[config.mk]
export PLATFORM = sky130hd
export DESIGN_NAME = cba_pipe_addsub
export DESIGN_NICKNAME = d
export VERILOG_FILES = /design/src/rtl/cba_pipe_addsub.sv
export SDC_FILE = /design/constraint.sdc
export NUM_CORES = 1
export LEC_CHECK = 0
export BUFFER_PORTS_ARGS = -buffer_cell sky130_fd_sc_hd__buf_2
export CORE_MARGIN = 5
export CORE_UTILIZATION = 40
export CTS_CLUSTER_SIZE = 12
export DETAILED_ROUTE_END_ITERATION = 12
export SLEW_MARGIN = 20
export SYNTH_ARGS = -nofsm -noshare
export SYNTH_HDL_FRONTEND = slang
export SYNTH_SLANG_ARGS = --single-unit
export TNS_END_PERCENT = 50
[constraint.sdc]
create_clock -name clk -period 7.7 [get_ports clk]
set_input_delay 0.385 -clock clk [delete_from_list [all_inputs] [get_ports clk]]
set_output_delay 0.385 -clock clk [all_outputs]
set_load 0.02 [all_outputs]
[src/rtl/cba_pipe_addsub.sv]
`timescale 1ns/1ps
// cba_pipe_addsub: pipelined carry-bypass adder/subtractor.
//
// Each pipeline stage resolves one SEG-bit slice of the carry chain with
// BLOCK-bit carry-bypass blocks. The carry out of each slice is registered
// and handed to the next stage. The result is in the last stage's registers.
// A valid/ready handshake with full backpressure controls the pipeline.
//
// Ports:
//   clk, rst         clock, synchronous active-high reset
//   in_valid/ready   operand handshake; in_ready depends only on out_valid/out_ready
//   a, b, cin, sub   operands, carry/borrow-in, 0 = add / 1 = subtract
//   out_valid/ready  result handshake
//   sum, cout, of    result, raw MSB carry (1 = no borrow when subtracting),
//                    signed overflow
module cba_pipe_addsub #(
    parameter int unsigned WIDTH  = 32,
    parameter int unsigned BLOCK  = 4,
    parameter int unsigned STAGES = 2
) (
    input  logic             clk,
    input  logic             rst,
    input  logic             in_valid,
    output logic             in_ready,
    input  logic [WIDTH-1:0] a,
    input  logic [WIDTH-1:0] b,
    input  logic             cin,
    input  logic             sub,
    output logic             out_valid,
    input  logic             out_ready,
    output logic [WIDTH-1:0] sum,
    output logic             cout,
    output logic             of
);

    localparam int unsigned SEG  = WIDTH / STAGES;
    localparam int unsigned NBLK = SEG / BLOCK;
    localparam int unsigned LAST = STAGES - 1;

    // Reject illegal geometries when the design is elaborated
    if ((STAGES == 0) || (BLOCK == 0) || (WIDTH % (STAGES * BLOCK) != 0)) begin : g_bad_params
        $error("cba_pipe_addsub: WIDTH must be divisible by STAGES*BLOCK");
    end

    // One SEG-bit slice: ripple inside each block, bypass the block carry
    // when every bit of the block propagates. Returns {carry_out, sum}.
    function automatic logic [SEG:0] seg_add(
        input logic [SEG-1:0] x,
        input logic [SEG-1:0] y,
        input logic           ci
    );
        logic [SEG-1:0] s;
        logic           c;
        logic           c_blk;
        logic           p_blk;
        int unsigned    n;
        s = '0;
        c = ci;
        for (int j = 0; j < int'(NBLK); j++) begin
            c_blk = c;
            p_blk = 1'b1;
            for (int i = 0; i < int'(BLOCK); i++) begin
                n     = int'(j) * BLOCK + int'(i);
                s[n]  = x[n] ^ y[n] ^ c;
                c     = (x[n] & y[n]) | (c & (x[n] ^ y[n]));
                p_blk = p_blk & (x[n] ^ y[n]);
            end
            // A fully propagating block passes its carry-in straight through
            c = p_blk ? c_blk : c;
        end
        return {c, s};
    endfunction

    // Stage registers (index k = stage k; LAST holds the visible result)
    logic             v_q    [STAGES];
    logic [WIDTH-1:0] sum_q  [STAGES];
    logic             c_q    [STAGES];
    logic [WIDTH-1:0] a_q    [STAGES];
    logic [WIDTH-1:0] b_q    [STAGES];
    logic             amsb_q [STAGES];
    logic             bmsb_q [STAGES];
    logic             of_q;

    // Per-stage inputs (from ports for stage 0, from stage k-1 otherwise)
    logic             src_v    [STAGES];
    logic [WIDTH-1:0] src_a    [STAGES];
    logic [WIDTH-1:0] src_b    [STAGES];
    logic             src_c    [STAGES];
    logic [WIDTH-1:0] src_sum  [STAGES];
    logic             src_amsb [STAGES];
    logic             src_bmsb [STAGES];
    logic [WIDTH-1:0] nxt_sum  [STAGES];
    logic             nxt_c    [STAGES];
    logic             nxt_of;
    logic [WIDTH-1:0] b_eff;
    logic             en;

    // Stage sources and slice arithmetic
    always_comb begin
        en       = !v_q[LAST] || out_ready;
        b_eff    = sub ? ~b : b;
        src_v    = '{default: 1'b0};
        src_a    = '{default: '0};
        src_b    = '{default: '0};
        src_c    = '{default: 1'b0};
        src_sum  = '{default: '0};
        src_amsb = '{default: 1'b0};
        src_bmsb = '{default: 1'b0};
        nxt_sum  = '{default: '0};
        nxt_c    = '{default: 1'b0};

        // Subtraction is a + ~b + ~cin; the borrow-in becomes an inverted carry
        src_v[0]    = in_valid;
        src_a[0]    = a;
        src_b[0]    = b_eff;
        src_c[0]    = cin ^ sub;
        src_amsb[0] = a[WIDTH-1];
        src_bmsb[0] = b_eff[WIDTH-1];

        for (int k = 1; k < int'(STAGES); k++) begin
            src_v[k]    = v_q[k-1];
            src_a[k]    = a_q[k-1];
            src_b[k]    = b_q[k-1];
            src_c[k]    = c_q[k-1];
            src_sum[k]  = sum_q[k-1];
            src_amsb[k] = amsb_q[k-1];
            src_bmsb[k] = bmsb_q[k-1];
        end

        for (int k = 0; k < int'(STAGES); k++) begin
            nxt_sum[k] = src_sum[k];
            {nxt_c[k], nxt_sum[k][int'(k) * SEG +: SEG]} =
                seg_add(src_a[k][int'(k) * SEG +: SEG], src_b[k][int'(k) * SEG +: SEG], src_c[k]);
        end

        nxt_of = (src_amsb[LAST] == src_bmsb[LAST]) && (nxt_sum[LAST][WIDTH-1] != src_amsb[LAST]);
    end

    // Pipeline registers: whole pipe advances on en, data loads only for valid
    // entries so the outputs keep the last valid result across bubbles.
    always_ff @(posedge clk) begin
        if (rst) begin
            for (int k = 0; k < int'(STAGES); k++) begin
                v_q[k] <= 1'b0;
            end
            sum_q[LAST] <= '0;
            c_q[LAST]   <= 1'b0;
            of_q        <= 1'b0;
        end else if (en) begin
            for (int k = 0; k < int'(STAGES); k++) begin
                v_q[k] <= src_v[k];
                if (src_v[k]) begin
                    sum_q[k]  <= nxt_sum[k];
                    c_q[k]    <= nxt_c[k];
                    a_q[k]    <= src_a[k];
                    b_q[k]    <= src_b[k];
                    amsb_q[k] <= src_amsb[k];
                    bmsb_q[k] <= src_bmsb[k];
                end
            end
            if (src_v[LAST]) begin
                of_q <= nxt_of;
            end
        end
    end

    assign in_ready  = en;
    assign out_valid = v_q[LAST];
    assign sum       = sum_q[LAST];
    assign cout      = c_q[LAST];
    assign of        = of_q;

endmodule
==> impl_metrics.toml, run 1 <==
[logic_synthesis]
synth.area.top_cells = "edfxtp_1 (56%), fa_1 (14%), ha_1 (8.8%)"
synth_compound_area_frac = 0.01599
yosys.area_share.simple = 0.06863
synth_area_um2 = 4539
synth-main-ff-cell = "edfxtp_1"
synth_xor_area_frac = 0.06560
synth_top_family_by_area = "adder cells"
synth.most_common_cell = "edfxtp_1"
syn_avg_cell_area_um2 = 14.41
synthAdderAreaFrac = 0.2293
syn_inst = 315
synth_mux_area_frac = 0.004961
synth_warnings = 0
syn_nets = 449
synth_top_cell_by_area = "edfxtp_1"
seq_area_frac_synth = 0.5601
synth_edf_count = 84
synth_top_area_frac = 0.5557
async_reset_ff_frac = 0
synth_commonest_cells = "edfxtp_1 (84), inv_1 (55), xor2_1 (33)"
synth_cell_types = 27
synth_seq_cells = 85

[route]
vias = 2563
routed_wl_um = 8228
ant_nets = 0
drc = 0
dr.pass1.iters = 4
drt_iter0_drc = 75
vias_per_cell = 4.427
wl_per_cell_um = 14.21

[worst_setup_path]
endpoint_kind = "flip-flop"
max_stage_delay_ps = 440
start_kind = "flip-flop"
path_class = "flip-flop to flip-flop"
cp_slowest_cell = "fa_1"
critPathRequiredTime_ps = 7940
critPathMostFrequentCell = "fa_2"
worstPathArrival_ps = 7590
path_max_fanout = 2

[grt]
grt_use_total = 0.1280
grt_pass1_vias = 2755
grt_pass1_wl_um = 13030
grt_max_degree = 50
grt-ovfl-total = 0
grt_antenna_before_repair = 0

[clock_tree]
clock_sinks = 85
clk_pin_slew_ps = 60
cts_buffers = 9
clk_latency_ps = 330
clk_path_buf_depth = 2
root_buffer = "clkbuf_16"
cts.hold.buffers_added = 0
cts_tree = "built"
cts_max_level = 3

[placement]
post_dp_cell_area_um2 = 5324
io_buffers = 105
gp_congestion = 0.7923
dp_hpwl_um = 6202
place_inst = 562

[power]
ir_drop_uv = 140.3
pwr_density_cell_nw_per_um2 = 219.6
p_leak_nw = 2.648

[sta]
slew_viol_final = 0
fin_worst_skew_ps = 7.269
setup_viol = 0
fin_crit_sh = 0.9540
layout_min_cycle_time_ps = 7346
hold_viol_final = 0
setup_tns_ps = 0
worst_pin_slew_ps = 925.3
relSlewSlack = 0.3831
fmax_ghz = 0.1361

[die]
core_region_area_um2 = 11270
die_w_um = 116.5
die-height_um = 116.5
row_count = 39
dieArea_um2 = 13580
io_pins = 106
initial_core_util = 0.4027

[min_path]
hp-class = "input pin to flip-flop"

[cells_and_area]
fin_cells = 579
drive_gt1_frac = 0.3716
antennaDiodeCount = 0
postLayoutCellArea_um2 = 5693
final_util = 0.5051
area_delta_synth_final_pct = 25.41
nets = 566

[status]
status = "finished, final reports clean"

[flow_run]
max_cap_violations = 0
==> registers in the layout, summed over array words and instances, names as in the netlist <==
| signal | count |
|---|---|
| c_q | 2 |
| of | 1 |
| b_q | 16 |
| a_q | 16 |
| v_q | 2 |
| sum_q | 48 |
==> logic make-up after synthesis <==
family | after synthesis
mux | 2
flops | 85
compound gates | 11
simple gates | 54
fa+ha+maj | 64
xor+xnor | 34
buf+inv | 65
==> final cells by class <==
| cell class | instances | area (µm²) |
|---|---|---|
| Clock buffer | 9 | 225.2 |
| Fill cell | 991 | 5579 |
| Timing Repair Buffer | 116 | 610.6 |
| Inverter | 55 | 206.4 |
| Clock inverter | 6 | 102.6 |
| Tap cell | 143 | 178.9 |
| Sequential cell | 85 | 2542 |
| Multi-Input combinational cell | 165 | 1827 |
==> worst paths after layout <==
kind | startpoint | to | slack, ps | cells after the start
max reg2reg | b_q[0][16]$_DFFE_PP_ | of$_SDFFE_PP0P_ | 350 | 26
max | b_q[0][16]$_DFFE_PP_ | of$_SDFFE_PP0P_ | 350 | 26
min reg2reg | of$_SDFFE_PP0P_ | of$_SDFFE_PP0P_ | 460 | 2
min | a[19] | a_q[0][19]$_DFFE_PP_ | 220 | 1
==> where the power goes <==
group          switching, W  total [W]  internal [W]
clock              0.000166   0.000478      0.000312
combinational      0.000113   0.000197     0.0000840
sequential        0.0000171   0.000575      0.000558
total              0.000296    0.00125      0.000954
==> metal layers <==
| layer | part of all wire | vias to the layer above | global-route usage |
|---|---|---|---|
| li1 | - | 1272 | - |
| met4 | 0.022 | 0 | 0.05275 |
| met5 | 0 | - | 0 |
| met2 | 0.52 | 73 | 0.2269 |
| met1 | 0.40 | 1205 | 0.1486 |
| met3 | 0.058 | 13 | 0.03057 |
==> per-stage QoR <==
stage | hold WS (ps) | setup slack, ps | power [W]
floorplan | 483.9 | -15.62 | 0.0007102
global placement | 447.6 | -210.6 | 0.0007784
detailed placement | 448.3 | -341.5 | 0.0007861
CTS | 204.3 | 15.08 | 0.001268
global route | 207.3 | -3.289 | 0.001320
finish | 222.9 | 354.4 | 0.001250
==> cell usage in the layout, fill, tap and decap left out, drive strengths merged, types with 2 or more instances in the layout <==
| master | netlist | layout |
|---|---|---|
| buf | 4 | 115 |
| edfxtp | 84 | 84 |
| inv | 55 | 55 |
| xor2 | 33 | 33 |
| ha | 32 | 32 |
| fa | 32 | 32 |
| and3 | 30 | 30 |
| clkbuf | 6 | 10 |
| nand4 | 8 | 8 |
| nor2 | 6 | 6 |
| nand2 | 5 | 5 |
| a21oi | 4 | 4 |
| bufinv | 0 | 3 |
| clkinv | 0 | 3 |
| mux2 | 2 | 2 |
| o21ai | 2 | 2 |
| and2 | 2 | 2 |
==> repair_timing <==
action | CTS | global route
setup endpoints to repair | 3 | 3
resized for setup | 3 | 8
setup buffers | 0 | 2
pin swaps | 7 | 16
==> worst max-delay path: cells and delay by family (launching register included) <==
kind | cells | cell delay (ps)
AO/OA/AOI/OAI | 2 | 330
XOR/XNOR | 1 | 160
adder cells (fa/ha/maj) | 16 | 5650
buffers and inverters | 4 | 270
flip-flops | 1 | 400
multiplexers | 1 | 290
AND/OR/NAND/NOR | 2 | 140
Power figures use the tool's default switching activity.
==> inputs of run 2 (changes only) <==
--- a/config.mk
+++ b/config.mk
@@ -7,9 +7,10 @@
 export LEC_CHECK = 0
 export BUFFER_PORTS_ARGS = -buffer_cell sky130_fd_sc_hd__buf_2
 export CORE_MARGIN = 5
-export CORE_UTILIZATION = 40
+export CORE_UTILIZATION = 30
 export CTS_CLUSTER_SIZE = 12
 export DETAILED_ROUTE_END_ITERATION = 12
+export PLACE_DENSITY = 0.51
 export SLEW_MARGIN = 20
 export SYNTH_ARGS = -nofsm -noshare
 export SYNTH_HDL_FRONTEND = slang
==> impl_metrics.toml, run 2 (synthesized netlist as in run 1, its figures left out) <==
[worst_setup_path]
path_class = "flip-flop to flip-flop"
endpoint_kind = "flip-flop"
ff2ff_path_depth = 26
r2r_setup_slack_ps = 290
r2r-start = "c_q[0]$_DFFE_PP_"
r2r_end = "of$_SDFFE_PP0P_"
worstSetupEndpoint = "of$_SDFFE_PP0P_"
start_kind = "flip-flop"
crit_start = "c_q[0]$_DFFE_PP_"
worstPathArrival_ps = 7650
critPathRequiredTime_ps = 7940
path_max_fanout = 2

[grt]
grt_use_total = 0.1050
grt-ovfl-total = 0
grt_pass1_wl_um = 14590
grt_max_degree = 50
grt_pass1_vias = 2963
grt_antenna_before_repair = 0

[clock_tree]
cts_max_level = 3
clock_sinks = 85
cts_buffers = 9
cts_tree = "built"
clk_path_buf_depth = 2
clk_pin_slew_ps = 60
root_buffer = "clkbuf_16"
clk_latency_ps = 330

[placement]
io_buffers = 105
dp_hpwl_um = 6695
place_inst = 607
gp_congestion = 0.7697

[power]
finalPower_w = 0.001153
ir_drop_uv = 91.50
pwr_density_cell_nw_per_um2 = 202.8
p_leak_nw = 2.618

[sta]
layout_min_cycle_time_ps = 7408
fmax_ghz = 0.1350
fin_worst_skew_ps = 7.195
worst_pin_slew_ps = 910.6
hold_viol_final = 0
setup_tns_ps = 0
fin_crit_sh = 0.9620
setup_viol = 0
relSlewSlack = 0.3930
rsz0062_at_grt = "no"
slew_viol_final = 0

[cells_and_area]
regArea_um2 = 2542
final_cell_mix = "buf_2 (105), edfxtp_1 (84), inv_1 (53)"
fin_cells = 624
multiInputGateArea_um2 = 1839
layout_commonest_cell = "buf_2"
antennaDiodeCount = 0
drive_gt1_frac = 0.3784
nets = 566
largest_register = "sum_q"
top_regs = "sum_q (48), a_q (16), b_q (16)"
largest_reg_flops = 48
final_util = 0.3784
area_delta_synth_final_pct = 25.30
fill_cells = 1424

[die]
initial_core_util = 0.3020
dieArea_um2 = 17690
die-height_um = 133.0
row_count = 45
io_pins = 106
core_region_area_um2 = 15030
die_w_um = 133.0

[route]
routed_wl_um = 8670
vias_per_cell = 4.128
dr.pass1.iters = 6
wl_per_cell_um = 13.89
vias = 2576
drt_iter0_drc = 111
drc = 0
ant_nets = 0

[status]
status = "finished, final reports clean"

[flow_run]
max_cap_violations = 0

[min_path]
hp-class = "input pin to flip-flop"
[run 2: stage by stage]
step                worst slack, ps  hold WS (ps)  area, µm²
floorplan                    -15.62         483.9       4606
global placement             -222.8         455.9       5380
finish                        292.3         228.2       5688
global route                  14.16         206.4       5688
CTS                           62.97         209.0       5649
detailed placement           -387.0         481.4       5380
[run 2: layout make-up]
cell class,count,share of cell area
Inverter,55,0.03630
Tap cell,188,0.04136
Clock inverter,6,0.005499
Multi-Input combinational cell,165,0.3234
Sequential cell,85,0.4470
Timing Repair Buffer,116,0.1069
Clock buffer,9,0.03960
[run 2: critical path, stage by stage, from the launching register on]
cell and delay [ps]:
edfxtp_1 410, inv_2 80, fa_1 150, inv_1 50, fa_2 340, fa_2 360, fa_2 340, mux2_4 290
fa_2 380, fa_2 380, fa_2 370, fa_2 390, inv_2 70, a21oi_2 60, fa_2 370, fa_2 380
fa_2 370, fa_2 340, nand2_1 80, nand2_2 70, fa_2 370, fa_2 410, fa_2 370, inv_1 80
fa_1 450, xor2_1 170, o32ai_2 200
[run 2: report_power, final]
part           total (W)  internal [W]  switching [W]
registers       0.000575      0.000558      0.0000172
clock network   0.000377      0.000213       0.000164
logic           0.000201     0.0000856       0.000116
[run 2: worst min-delay path by stage]
stage               slack [ps]                    to            start  cells past startpoint
floorplan                  480  a_q[0][16]$_DFFE_PP_            a[16]                      0
global placement           460       of$_SDFFE_PP0P_  of$_SDFFE_PP0P_                      2
detailed placement         480       of$_SDFFE_PP0P_  of$_SDFFE_PP0P_                      2
CTS                        210  a_q[0][23]$_DFFE_PP_            a[23]                      1
global route               210  a_q[0][23]$_DFFE_PP_            a[23]                      1
finish                     230  a_q[0][23]$_DFFE_PP_            a[23]                      1
[run 2: repair_timing]
action | in CTS | in global routing
hold buffers | 0 | 0
setup buffers | 1 | 1
resized for setup | 3 | 9
setup endpoints to repair | 3 | 2
pin swaps | 11 | 14
[run 2: routing by layer]
metal	GRT usage	wire (µm)	vias up
li1	-	-	1267
met1	0.1177	3444	1240
met2	0.1930	4722	58
met3	0.02281	366	11
met4	0.04157	138	0
met5	0	0	-
